### config.mk
export PLATFORM = sky130hd
export DESIGN_NAME = conv_window_ctrl_flat
export DESIGN_NICKNAME = d
export VERILOG_FILES = /design/src/rtl/conv_window_ctrl_if.sv /design/src/rtl/conv_window_ctrl.sv /design/src/flat_wrapper.sv
export SDC_FILE = /design/constraint.sdc
export NUM_CORES = 1
export LEC_CHECK = 0
export ABC_AREA = 1
export CORE_MARGIN = 2
export CORE_UTILIZATION = 50
export DETAILED_ROUTE_END_ITERATION = 12
export GPL_TIMING_DRIVEN = 0
export HOLD_SLACK_MARGIN = 0.03
export PLACE_DENSITY = 0.73
export SLEW_MARGIN = 20
export SYNTH_ARGS = -nofsm -noshare
export SYNTH_HDL_FRONTEND = slang
export SYNTH_SLANG_ARGS = --single-unit
### constraint.sdc
create_clock -name clk -period 1.8 [get_ports clk]
set_input_delay 0.36 -clock clk [delete_from_list [all_inputs] [get_ports clk]]
set_output_delay 0.36 -clock clk [all_outputs]
set_load 0.01 [all_outputs]
### src/rtl/conv_window_ctrl_if.sv
// rtl/conv_window_ctrl_if.sv - frame handshake and window-flag bundle for conv_window_ctrl
//
// Purpose: groups the per-frame control and status signals of the convolution
// window controller so producer and consumer connect through a single port.
// Signals:
//   start      frame start request (single cycle)
//   pix_valid  datapath input carries a valid pixel this cycle
//   busy       frame in progress (RUN or DRAIN)
//   col, row   position of the next pixel to be accepted
//   win_valid  datapath output is a valid window result this cycle
//   out_cnt    win_valid cycles since the last accepted start
//   done       one-cycle pulse when the frame is complete and drained
// Modports: master drives start/pix_valid, slave is the controller.
interface conv_window_ctrl_if #(
  parameter int CW = 6,
  parameter int OW = 16
);
  logic          start;
  logic          pix_valid;
  logic          busy;
  logic [CW-1:0] col;
  logic [CW-1:0] row;
  logic          win_valid;
  logic [OW-1:0] out_cnt;
  logic          done;

  modport master (
    output start, pix_valid,
    input  busy, col, row, win_valid, out_cnt, done
  );

  modport slave (
    input  start, pix_valid,
    output busy, col, row, win_valid, out_cnt, done
  );
endinterface

### src/rtl/conv_window_ctrl.sv
// rtl/conv_window_ctrl.sv - pixel/window sequencing controller for one conv layer
//
// Purpose: counts pixels over an IMG_W x IMG_H frame, flags cycles where a full
// K x K window is present, delays that flag PIPE_LAT stages to align with the
// datapath output, and brackets the frame with start/busy/done.
// Ports:
//   clk    clock, rising edge
//   reset  asynchronous, active-high
//   bus    conv_window_ctrl_if slave: start, pix_valid in; busy, col, row,
//          win_valid, out_cnt, done out
module conv_window_ctrl #(
  parameter int IMG_W    = 32,
  parameter int IMG_H    = 32,
  parameter int K        = 5,
  parameter int PIPE_LAT = 2,
  parameter int CW       = 6,
  parameter int OW       = 16
) (
  input  logic             clk,
  input  logic             reset,
  conv_window_ctrl_if.slave bus
);

  typedef enum logic [1:0] {IDLE, RUN, DRAIN, DONE} state_t;

  // Drain counter needs at least one bit even when PIPE_LAT is 1.
  localparam int DW = (PIPE_LAT > 1) ? $clog2(PIPE_LAT) : 1;

  localparam logic [CW-1:0] COL_LAST   = CW'(IMG_W - 1);
  localparam logic [CW-1:0] ROW_LAST   = CW'(IMG_H - 1);
  localparam logic [CW-1:0] WIN_FIRST  = CW'(K - 1);
  localparam logic [DW-1:0] DRAIN_LAST = DW'(PIPE_LAT - 1);

  state_t              state, state_nxt;
  logic [CW-1:0]       col_q, row_q;
  logic [OW-1:0]       out_cnt_q;
  logic [DW-1:0]       drain_cnt;
  logic [PIPE_LAT-1:0] win_sr;

  logic accept, last_pix, raw_win, frame_start, busy_c, done_c;

  always_comb begin
    state_nxt   = state;
    frame_start = 1'b0;
    accept      = 1'b0;
    last_pix    = 1'b0;
    raw_win     = 1'b0;
    busy_c      = 1'b0;
    done_c      = 1'b0;
    case (state)
      IDLE: begin
        frame_start = bus.start;
        if (bus.start) state_nxt = RUN;
      end
      RUN: begin
        busy_c   = 1'b1;
        accept   = bus.pix_valid;
        last_pix = accept && (col_q == COL_LAST) && (row_q == ROW_LAST);
        raw_win  = accept && (row_q >= WIN_FIRST) && (col_q >= WIN_FIRST);
        if (last_pix) state_nxt = DRAIN;
      end
      DRAIN: begin
        busy_c = 1'b1;
        if (drain_cnt == DRAIN_LAST) state_nxt = DONE;
      end
      DONE: begin
        done_c    = 1'b1;
        state_nxt = IDLE;
      end
      default: state_nxt = IDLE;
    endcase
  end

  always_ff @(posedge clk or posedge reset) begin
    if (reset) state <= IDLE;
    else       state <= state_nxt;
  end

  // Pixel position; the last pixel of the frame wraps both counters to 0.
  always_ff @(posedge clk or posedge reset) begin
    if (reset) begin
      col_q <= '0;
      row_q <= '0;
    end else if (frame_start) begin
      col_q <= '0;
      row_q <= '0;
    end else if (accept) begin
      if (col_q == COL_LAST) begin
        col_q <= '0;
        row_q <= (row_q == ROW_LAST) ? '0 : row_q + 1'b1;
      end else begin
        col_q <= col_q + 1'b1;
      end
    end
  end

  // Counts the PIPE_LAT cycles needed for the last window to leave the pipe.
  always_ff @(posedge clk or posedge reset) begin
    if (reset)                                        drain_cnt <= '0;
    else if (state == DRAIN && drain_cnt != DRAIN_LAST) drain_cnt <= drain_cnt + 1'b1;
    else                                              drain_cnt <= '0;
  end

  // Free-running delay line matching the datapath register depth.
  always_ff @(posedge clk or posedge reset) begin
    if (reset) begin
      win_sr <= '0;
    end else begin
      win_sr[0] <= raw_win;
      for (int i = 1; i < PIPE_LAT; i++) win_sr[i] <= win_sr[i-1];
    end
  end

  always_ff @(posedge clk or posedge reset) begin
    if (reset)                     out_cnt_q <= '0;
    else if (frame_start)          out_cnt_q <= '0;
    else if (win_sr[PIPE_LAT-1])   out_cnt_q <= out_cnt_q + 1'b1;
  end

  assign bus.busy      = busy_c;
  assign bus.done      = done_c;
  assign bus.col       = col_q;
  assign bus.row       = row_q;
  assign bus.win_valid = win_sr[PIPE_LAT-1];
  assign bus.out_cnt   = out_cnt_q;

endmodule

### src/flat_wrapper.sv
// flat-port wrapper written by rule: the top's interface ports become plain ports
module conv_window_ctrl_flat 
#(
  parameter int IMG_W    = 32,
  parameter int IMG_H    = 32,
  parameter int K        = 5,
  parameter int PIPE_LAT = 2,
  parameter int CW       = 6,
  parameter int OW       = 16
)
  (clk, reset, bus_start, bus_pix_valid, bus_busy, bus_col, bus_row, bus_win_valid, bus_out_cnt, bus_done);
  conv_window_ctrl_if #(.CW(CW), .OW(OW)) bus_i ();
  input  logic clk;
  input  logic reset;
  input wire logic [$bits(bus_i.start)-1:0] bus_start;
  input wire logic [$bits(bus_i.pix_valid)-1:0] bus_pix_valid;
  output wire logic [$bits(bus_i.busy)-1:0] bus_busy;
  output wire logic [$bits(bus_i.col)-1:0] bus_col;
  output wire logic [$bits(bus_i.row)-1:0] bus_row;
  output wire logic [$bits(bus_i.win_valid)-1:0] bus_win_valid;
  output wire logic [$bits(bus_i.out_cnt)-1:0] bus_out_cnt;
  output wire logic [$bits(bus_i.done)-1:0] bus_done;
  assign bus_i.start = bus_start;
  assign bus_i.pix_valid = bus_pix_valid;
  assign bus_busy = bus_i.busy;
  assign bus_col = bus_i.col;
  assign bus_row = bus_i.row;
  assign bus_win_valid = bus_i.win_valid;
  assign bus_out_cnt = bus_i.out_cnt;
  assign bus_done = bus_i.done;
  conv_window_ctrl #(.IMG_W(IMG_W), .IMG_H(IMG_H), .K(K), .PIPE_LAT(PIPE_LAT), .CW(CW), .OW(OW)) u_core (.clk(clk), .reset(reset), .bus(bus_i));
endmodule
==> impl_metrics.csv, run 1 <==
group,metric,value,unit
synthesis,synth-seq-cells,33,
cells_and_area,area_delta_synth_final,27.92,%
sta,grt_setup_unrepaired,"false",
floorplanning,initial_core_util,51.08,%
clock_tree,clk_latency,290,ps
detailed_routing,drc,0,
power_and_ir_drop,combPwrFrac,37.5,%
synthesis,syn_area,1842,um2
power_and_ir_drop,p_sw,0.9744,mW
global_route,top_usage_layer,"met2",
synthesis,synth_top_area_share,44.84,%
detailed_routing,first_pass_iters,4,
detailed_routing,wire_per_inst,11.10,um
power_and_ir_drop,seq_power_share,39.1,%
floorplanning,coreArea,3606,um2
cells_and_area,layout-drive-gt1-share,11.55,%
floorplanning,std_cell_rows,22,
status,status,"complete, no violations",
power_and_ir_drop,totalPowerFinal,2.653,mW
worst_setup_path,cp_top_family,"buffers and inverters",
worst_setup_path,worstSetupEndpointType,"output pin",
global_route,grt_pass1_wl,6.306,mm
synthesis,synthFlopType,"dfrtp_1",
synthesis,synthesis.nets,246,
detailed_routing,wl,3.607,mm
clock_tree,clkTransAtPathRegs,70,ps
sta,worst_pin_slew,683.5,ps
detailed_routing,vias_per_cell,4.926,
global_route,met1_usage,24.55,%
clock_tree,cts.path.max_buffers,2,
clock_tree,cts_max_level,2,
worst_setup_path,cpPeakStageDelay,590,ps
global_route,grt_overflow_total,0,
placement,hpwl,2.581,mm
global_route,track_usage,19.33,%
synthesis,synthCells,233,
synthesis,synth_compound_area_share,8.356,%
min_path,hold_path_class,"reg2reg",
cells_and_area,instances_no_fill,325,
clock_tree,root_buffer,"clkbuf_8",
synthesis,synth_fa_ha_area_share,6.114,%
power_and_ir_drop,pwr_density_cell,1126,nW/um2
job,maxCapViolations,0,
synthesis,ys_seq_area_share,44.84,%
power_and_ir_drop,intPower,1.679,mW
sta,setup_viol,0,
cells_and_area,diodes,0,
synthesis,syn_avg_cell_area,7.905,um2
worst_setup_path,crit_fanout,7,
sta,drv_slew,0,
worst_setup_path,crit_chain,"clkdlybuf4s50_1",
clock_tree,cts_tree,"done",
clock_tree,clock_sinks,33,
floorplanning,die_x,64.69,um
synthesis,ys_warn_count,0,
worst_setup_path,cp_num_buf_inv,1,
sta,period_minus_slack,1706,ps
power_and_ir_drop,power_leakage,1.147,nW
power_and_ir_drop,power_frac_clock,23.5,%
sta,fmax,586.1,MHz
floorplanning,chipHeight,64.69,um
synthesis,synth_xor_area_share,1.902,%
clock_tree,cts_hold_buf,0,
global_route,grt_pass1_vias,1450,
sta,hold_viol,0,
sta,whs,349.6,ps
synthesis,synthMuxAreaShare,0,%
sta,slew_headroom,54.37,%
global_route,grt_use_met2,32.42,%
worst_setup_path,critPathLaunchType,"flip-flop",
cells_and_area,final_nets,289,
cells_and_area,fillers,324,
synthesis,yosys-top-cells-area,"dfrtp_1 45%, nand2_1 10%, inv_1 6.7%",
cells_and_area,multi_input_area,864.6,um2
placement,gp_congestion,0.8095,
placement,port_buffers,34,
detailed_routing,via_count,1601,
detailed_routing,ant_nets,0,
detailed_routing,drt_iter0_markers,74,
synthesis,synth-simple-area-share,30.57,%
synthesis,synth-edff-count,0,
floorplanning,io_pins,35,
power_and_ir_drop,p_sw_share,36.73,%
placement,dp_cells,315,
worst_setup_path,crit_type,"reg2out",
worst_setup_path,slowest_stage,"clkdlybuf4s50_1",
sta,fin_setup_tns,0,ps
power_and_ir_drop,ir_worst_vdd,901.7,uV
clock_tree,numCtsBuffers,5,
global_route,gr-usage-met3,3.646,%
worst_setup_path,required,1440,ps
synthesis,synth_top_family_by_area,"simple AND/OR/NAND/NOR gates",
cells_and_area,final_util,65.34,%
synthesis,synth_cell_types,28,
global_route,grt_max_degree,34,
cells_and_area,seq_area,825.8,um2
floorplanning,dieArea,4185,um2
synthesis,synth-async-reset-ratio,100.0,%
worst_setup_path,worstPathArrival,1350,ps
global_route,antenna_found_initial,0,
sta,fin_crit_sh,94.79,%
synthesis,yosysTopAreaCell,"dfrtp_1",
sta,fin_skew,7.840,ps
-- synth_stat cells, types with 2 or more instances --
cell	number
a211oi_1	2
a21oi_1	11
and3_1	3
buf_4	2
dfrtp_1	33
ha_1	9
inv_1	33
inv_2	2
nand2_1	51
nand2_2	7
nand3_1	16
nand4_1	4
nor2_1	19
nor2_2	6
nor3_1	7
nor4_1	2
o21ai_0	8
o21ai_1	6
xnor2_1	2
xor2_1	2
-- registers in the layout, indices dropped and copies added, names as in the netlist --
| register | flops |
|---|---|
| u_core.bus.row | 6 |
| u_core.bus.col | 6 |
| u_core.state | 2 |
| u_core.win_sr | 2 |
| u_core.bus.out_cnt | 16 |
| u_core.drain_cnt | 1 |
-- what timing repair did --
item                                    in CTS  in global routing
resized for setup                            2                  0
buffers inserted                             2                  0
endpoints found under the setup margin       1                  0
-- routing by layer --
metal / wire (um) / vias to the layer above
li1: - / 826
met1: 1709 / 744
met2: 1739 / 26
met3: 109 / 5
met4: 49 / 0
met5: 0 / -
-- placed cells by master, fill, tap and decap left out, types with 3 or more instances in the layout --
| master | synthesis | layout |
|---|---|---|
| and3_1 | 3 | 3 |
| ha_1 | 9 | 9 |
| buf_4 | 2 | 4 |
| nand3_1 | 16 | 16 |
| clkdlybuf4s50_1 | 0 | 32 |
| o21ai_1 | 6 | 6 |
| nand2_2 | 7 | 7 |
| nor3_1 | 7 | 7 |
| nor2_1 | 19 | 19 |
| inv_2 | 2 | 3 |
| dfrtp_1 | 33 | 33 |
| nor2_2 | 6 | 6 |
| inv_1 | 33 | 32 |
| a21oi_1 | 11 | 11 |
| clkbuf_8 | 0 | 7 |
| nand4_1 | 4 | 4 |
| o21ai_0 | 8 | 8 |
| nand2_1 | 51 | 51 |
-- logic make-up (layout without fill, tap and decap cells) --
group | after synthesis | in the layout
adders and majority gates | 9 | 9
and+or+nand+nor | 120 | 120
xor gates and xnor gates | 4 | 4
buffers and inverters | 38 | 82
DFF | 33 | 33
AOI/OAI and AO/OA | 29 | 29
-- power by group through the flow --
stage / clock (mW) / combinational, mW / sequential, mW
final: 0.623 / 0.994 / 1.04
after CTS: 0.635 / 1.01 / 1.04
after global routing: 0.664 / 1.12 / 1.06
after detailed placement: 0 / 0.983 / 1.06
after global placement: 0 / 0.971 / 1.06
after floorplan: 0 / 0.569 / 1.07
-- per-stage QoR --
stage	setup slack (ps)	area, um2
floorplan	463.5	1842
global route	47.99	2356
finish	93.78	2356
detailed placement	82.64	2242
global placement	-87.96	2242
CTS	77.23	2356
-- area by class of cell --
class	instances	area share, %
Timing Repair Buffer	36	14.98
Tap cell	48	2.549
Sequential cell	33	35.05
Multi-Input combinational cell	162	36.70
Buffer	2	0.6373
Inverter	36	5.789
Clock inverter	1	0.2124
Clock buffer	7	4.089
-- path summary, 6_finish.rpt --
path                                                    start                                 to  slack [ps]  cells after the start
worst max-delay path            u_core.bus.row[2]$_DFFE_PP0P_                         bus_row[2]          90                      1
worst min-delay path               u_core.win_sr[0]$_DFF_PP0_         u_core.win_sr[1]$_DFF_PP0_         350                      0
worst max register to register    u_core.state[0]$_DFFE_PP0P_      u_core.bus.col[5]$_DFFE_PP0P_         270                      7
worst min register to register     u_core.win_sr[0]$_DFF_PP0_         u_core.win_sr[1]$_DFF_PP0_         350                      0
max in group asynchronous                               reset  u_core.bus.out_cnt[2]$_DFFE_PP0P_         860                      2
min in group asynchronous                               reset      u_core.bus.row[5]$_DFFE_PP0P_         500                      2
(Power assumes the default switching activity.)
==> run 2: changes to the inputs <==
- CTS_CLUSTER_DIAMETER: default -> 200
==> results of run 2 <==
Final layout, timing and power as in run 1 (identical DEF).
==> run 3: changes to the inputs <==
- CAP_MARGIN: default -> 15
==> results of run 3 <==
Final layout, timing and power as in run 1 (identical DEF).
